==> src/rtl/arb_pkg.sv <==
// Shared types and constants for the round-robin mux scheduler.
package arb_pkg;

    typedef enum logic [1:0] {
        IDLE = 2'd0,
        SEL  = 2'd1,
        OUT  = 2'd2
    } arb_state_t;

    localparam int         N_REQ    = 11;
    localparam logic [3:0] SS_IDLE  = 4'hF;
    localparam logic [3:0] LAST_RST = 4'd10;

endpackage

==> src/rtl/rr_pick.sv <==
// Rotating-priority encoder: first set request at or after (last+1) mod 11.
module rr_pick
    import arb_pkg::*;
(
    input  logic [10:0] req,
    input  logic [3:0]  last,
    output logic        any,
    output logic [3:0]  idx
);

    logic [4:0] start;
    logic [4:0] pos;

    always_comb begin
        any   = 1'b0;
        idx   = 4'd0;
        pos   = 5'd0;
        // last is only ever 0..10; anything else falls back to index 0 first
        start = (last >= 4'd10) ? 5'd0 : ({1'b0, last} + 5'd1);
        for (int k = 0; k < N_REQ; k++) begin
            pos = start + 5'(k);
            if (pos >= 5'd11)
                pos = pos - 5'd11;
            if (!any && req[pos[3:0]]) begin
                any = 1'b1;
                idx = pos[3:0];
            end
        end
    end

endmodule

==> src/rtl/mux_rr_arbiter.sv <==
// Round-robin scheduler owning the select of the 11-input result mux; the
// selected word is registered and offered on a valid/ready port.
module mux_rr_arbiter
    import arb_pkg::*;
#(
    parameter int n     = 4,
    parameter int N_REQ = 11
) (
    input  logic             clk,
    input  logic             rst,
    input  logic [N_REQ-1:0] req,
    input  logic [n-1:0]     mux_out,
    input  logic             out_ready,
    output logic [3:0]       ss,
    output logic [N_REQ-1:0] gnt,
    output logic [n-1:0]     out_data,
    output logic             out_valid,
    output logic             busy
);

    arb_state_t state, state_nxt;
    logic [3:0] last;
    logic [3:0] win;
    logic       any;
    logic [3:0] idx;
    logic       arb_fire;

    rr_pick u_pick (
        .req  (req),
        .last (last),
        .any  (any),
        .idx  (idx)
    );

    // A new arbitration happens from IDLE, or straight out of OUT on handshake.
    assign arb_fire = any && ((state == IDLE) || ((state == OUT) && out_ready));

    always_ff @(posedge clk) begin
        if (rst)
            state <= IDLE;
        else
            state <= state_nxt;
    end

    always_comb begin
        state_nxt = state;
        case (state)
            IDLE:    if (any) state_nxt = SEL;
            SEL:     state_nxt = OUT;
            OUT:     if (out_ready) state_nxt = any ? SEL : IDLE;
            default: state_nxt = IDLE;
        endcase
    end

    always_comb begin
        out_valid = (state == OUT);
        busy      = (state != IDLE);
    end

    // Select, grant pulse and captured word; gnt is high only for the SEL cycle.
    always_ff @(posedge clk) begin
        if (rst) begin
            ss       <= SS_IDLE;
            gnt      <= '0;
            out_data <= '0;
            last     <= LAST_RST;
            win      <= 4'd0;
        end else begin
            gnt <= '0;
            if (arb_fire) begin
                win      <= idx;
                ss       <= idx;
                gnt[idx] <= 1'b1;
            end else if (state == SEL) begin
                out_data <= mux_out;
                last     <= win;
                ss       <= SS_IDLE;
            end
        end
    end

endmodule

==> config.mk <==
export PLATFORM = sky130hd
export DESIGN_NAME = mux_rr_arbiter
export DESIGN_NICKNAME = d
export VERILOG_FILES = /design/src/rtl/arb_pkg.sv /design/src/rtl/rr_pick.sv /design/src/rtl/mux_rr_arbiter.sv
export SDC_FILE = /design/constraint.sdc
export NUM_CORES = 1
export LEC_CHECK = 0
export BUFFER_PORTS_ARGS = -buffer_cell sky130_fd_sc_hd__clkbuf_2
export CAP_MARGIN = 20
export CORE_MARGIN = 5
export CORE_UTILIZATION = 55
export CTS_CLUSTER_DIAMETER = 30
export CTS_CLUSTER_SIZE = 30
export DETAILED_ROUTE_END_ITERATION = 6
export PLACE_DENSITY_LB_ADDON = 0.15
export SLEW_MARGIN = 10
export SYNTH_ARGS = -nofsm -noshare
export SYNTH_HDL_FRONTEND = slang
export SYNTH_SLANG_ARGS = --single-unit
==> constraint.sdc <==
create_clock -name clk -period 5.8 [get_ports clk]
set_input_delay 1.16 -clock clk [delete_from_list [all_inputs] [get_ports clk]]
set_output_delay 1.16 -clock clk [all_outputs]
set_load 0.03 [all_outputs]
==> impl_metrics.env <==
export IMPL_fin_crit_ns=5.651
export IMPL_num_rows=38
export IMPL_fp_coreArea_um2=10700
export IMPL_critical_path_class="reg2reg"
export IMPL_crit_required_ns=6.02
export IMPL_grt_pass1_vias=6867
export IMPL_netlist_instances=847
export IMPL_path_clk_slew_ns=0.07
export IMPL_cts_hold_fix_buffers=0
export IMPL_outcome="finished clean"
export IMPL_die_area_um2=13000
export IMPL_h_tree_depth=2
export IMPL_synth_cell_types=107
export IMPL_clk_latency_ns=0.28
export IMPL_tightestPinTransition_ns=1.193
export IMPL_synth_area_um2=5951
export IMPL_cp_cell_sequence="buf_4 -> nand4b_2 -> nand2_4 -> ha_1 -> nor2b_1 -> a22o_1 -> a311oi_2 -> mux2i_1 -> o211ai_1 -> o211a_1 -> or3_1 -> nor3_4 -> nand2_2 -> a2111o_1 -> a32o_2 -> or3_4 -> nor2_2"
export IMPL_cp_slowest_cell="mux2i_1"
export IMPL_fmax_mhz=177.0
export IMPL_ctsRootBufferMaster="clkbuf_8"
export IMPL_yosys_area_top_type="dfxtp_1"
export IMPL_synth_top_cell_area_share=0.09756
export IMPL_synth_main_ff_cell="dfxtp_1"
export IMPL_numClockSinks=29
export IMPL_whs_ns=0.4569
export IMPL_ys_seq_elements=29
export IMPL_drt_total_wl_um=25520
export IMPL_io_pin_count=39
export IMPL_yosysWarnings=0
export IMPL_fin_nets=918
export IMPL_cts_buffer_depth=2
export IMPL_cts_tree="done"
export IMPL_vdd_drop_max_mv=0.3307
export IMPL_fin_crit_sh=0.9743
export IMPL_grt_first_pass_wirelength_um=39500
export IMPL_power_frac_clock=0.087
export IMPL_vias=7548
export IMPL_antenna_found_initial=0
export IMPL_crit_path_end_kind="flop"
export IMPL_power_uw=2550
export IMPL_synthTopCellsByArea="dfxtp_1 (9.8%), mux2i_1 (6.2%), nand2_1 (5.5%)"
export IMPL_wire_per_inst_um=24.93
export IMPL_gr_total_overflow=0
export IMPL_combPwrFrac=0.808
export IMPL_grt_setup_unrepaired="true"
export IMPL_grt_max_degree=39
export IMPL_power_internal_uw=1123
export IMPL_initialDrtViolationCount=1225
export IMPL_cts_buffers=5
export IMPL_hold_class="reg2reg"
export IMPL_drt_antenna_violating_nets=0
export IMPL_syn_area_per_cell_um2=7.026
export IMPL_crit_fanout=20
export IMPL_fp_dieH_um=114.0
export IMPL_maxCapViolations=0
export IMPL_area_delta_synth_final_pct=10.89
export IMPL_power_density_nw_per_um2=386.4
export IMPL_hold_viol_final=0
export IMPL_critPathArrivalTime_ns=5.87
export IMPL_async_flop_share=0
export IMPL_globalplace_congestion=1.109
export IMPL_antennaDiodeCount=0
export IMPL_vias_per_cell=7.371
export IMPL_yosysSeqAreaShare=0.09756
export IMPL_hpwl_um=19450
export IMPL_grt_util_all_layers=0.3881
export IMPL_synth_edff_count=0
export IMPL_startpoint_type="flop"
export IMPL_drc=0
export IMPL_max_stage_delay_ns=0.60
export IMPL_clock_skew_ns=0.004213
export IMPL_drv_slew=0
export IMPL_p_switching_uw=1427
export IMPL_setup_violations=0
export IMPL_final_layout_size_suffix_gt1_frac=0.1946
export IMPL_power_frac_seq=0.105
export IMPL_switching_share=0.5596
export IMPL_die_w_um=114.0
export IMPL_dr_pass1_iters=6
export IMPL_start_util=0.5563
export IMPL_max_slew_margin=0.1961
export IMPL_leakage_uw=0.002693
export IMPL_port_buffers=38
routing by layer:
layer,routed length [um],global-route usage,up-vias
met1,10090,0.5271,3497
met4,1413,0.1528,0
met5,0,0,-
met2,10450,0.5710,597
li1,-,-,3318
met3,3567,0.1210,136
Yosys cell counts, types with 6 or more instances:
library cell	instances
ha_1	17
o21a_1	9
o211ai_1	9
nor3_1	43
o21ai_0	64
a211oi_1	19
a21o_1	6
nand2_1	87
a211o_1	11
dfxtp_1	29
nand2b_1	8
mux2_2	9
or3_1	12
nand3_1	38
o31ai_1	11
a31oi_1	6
o22ai_1	10
nor2b_1	18
nor2_1	64
xnor2_1	9
and2_1	7
or2_2	6
a21oi_1	49
mux2i_1	37
a22oi_1	7
inv_1	23
and3_1	11
nor4_1	9
clkbuf_1	29
o2111ai_1	6
a22o_1	8
buf_2	20
sequential cells by signal, summed over array words and instances, names as in the netlist:
signal / count
ss: 4
out_data: 4
gnt: 11
last: 4
win: 4
state: 2
power by group through the flow:
stage          Sequential (uW)  Combinational [uW]  Clock [uW]
6_report                   267                2060         222
5_1_grt                    271                2160         239
4_1_cts                    266                1930         224
3_5_place_dp               270                1920           0
3_3_place_gp               269                1890           0
2_1_floorplan              317                1330           0
area by class of cell:
| class | instances | area [um^2] |
|---|---|---|
| multi-input combinational | 732 | 5051 |
| fill | 1025 | 4099 |
| sequential | 29 | 580.6 |
| timing repair buffer | 86 | 563.0 |
| tap | 140 | 175.2 |
| inverter | 29 | 108.9 |
| clock buffer | 6 | 82.58 |
| clock inverter | 2 | 37.54 |
layout by cell type, fill, tap and decap left out, types with 10 or more instances in the layout:
cell type   n
and3_1     11
o31ai_1    11
mux2i_1    37
a211oi_1   19
buf_4      47
o21ai_0    64
ha_1       17
nand3_1    38
inv_1      23
dfxtp_1    29
or3_1      12
a21oi_1    48
nand2_1    86
a211o_1    11
nor2b_1    17
o22ai_1    10
clkbuf_2   38
nor2_1     64
nor3_1     42
path summary, 6_finish.rpt:
kind | start | endpoint | slack (ns) | cells past startpoint
min reg2reg | out_data[1] | out_data[1] | 0.46 | 2
max | last[3] | gnt[2] | 0.15 | 17
max reg2reg | last[3] | gnt[2] | 0.15 | 17
min | out_data[1] | out_data[1] | 0.46 | 2
repair_timing:
action | in CTS | in global routing
gates resized for setup | 0 | 7
setup buffers | 0 | 3
setup endpoints to repair | 0 | 15
worst max-delay path, delay by kind of cell, from the launching register on:
kind,cells,cell delay (ns)
flip-flops,1,0.49
multiplexers,1,0.60
adder cells (fa/ha/maj),1,0.32
buffers and inverters,1,0.33
AO/OA/AOI/OAI,6,1.69
AND/OR/NAND/NOR,8,2.14
through the flow:
step	setup WS, ns	instances	utilization	setup TNS [ns]	area (um^2)
after floorplan	0.01658	848	-	0	5991
after global placement	0.3982	1013	0.6001	0	6420
after detailed placement	0.2306	1013	0.6001	0	6420
after CTS	0.1885	1021	0.6113	0	6540
after global routing	-0.008073	1024	0.6168	-0.008073	6599
final	0.1490	1024	0.6168	0	6599
cell families after synthesis:
| group | synth area share |
|---|---|
| and+or+nand+nor | 0.3072 |
| AOI/OAI and AO/OA | 0.3776 |
| buffers and inverters | 0.06476 |
| muxes | 0.09630 |
| DFF | 0.09756 |
| adders and majority gates | 0.03574 |
| xor gates and xnor gates | 0.02019 |
| other | 0.0006302 |
No activity file was read; power rests on OpenSTA's default activity.
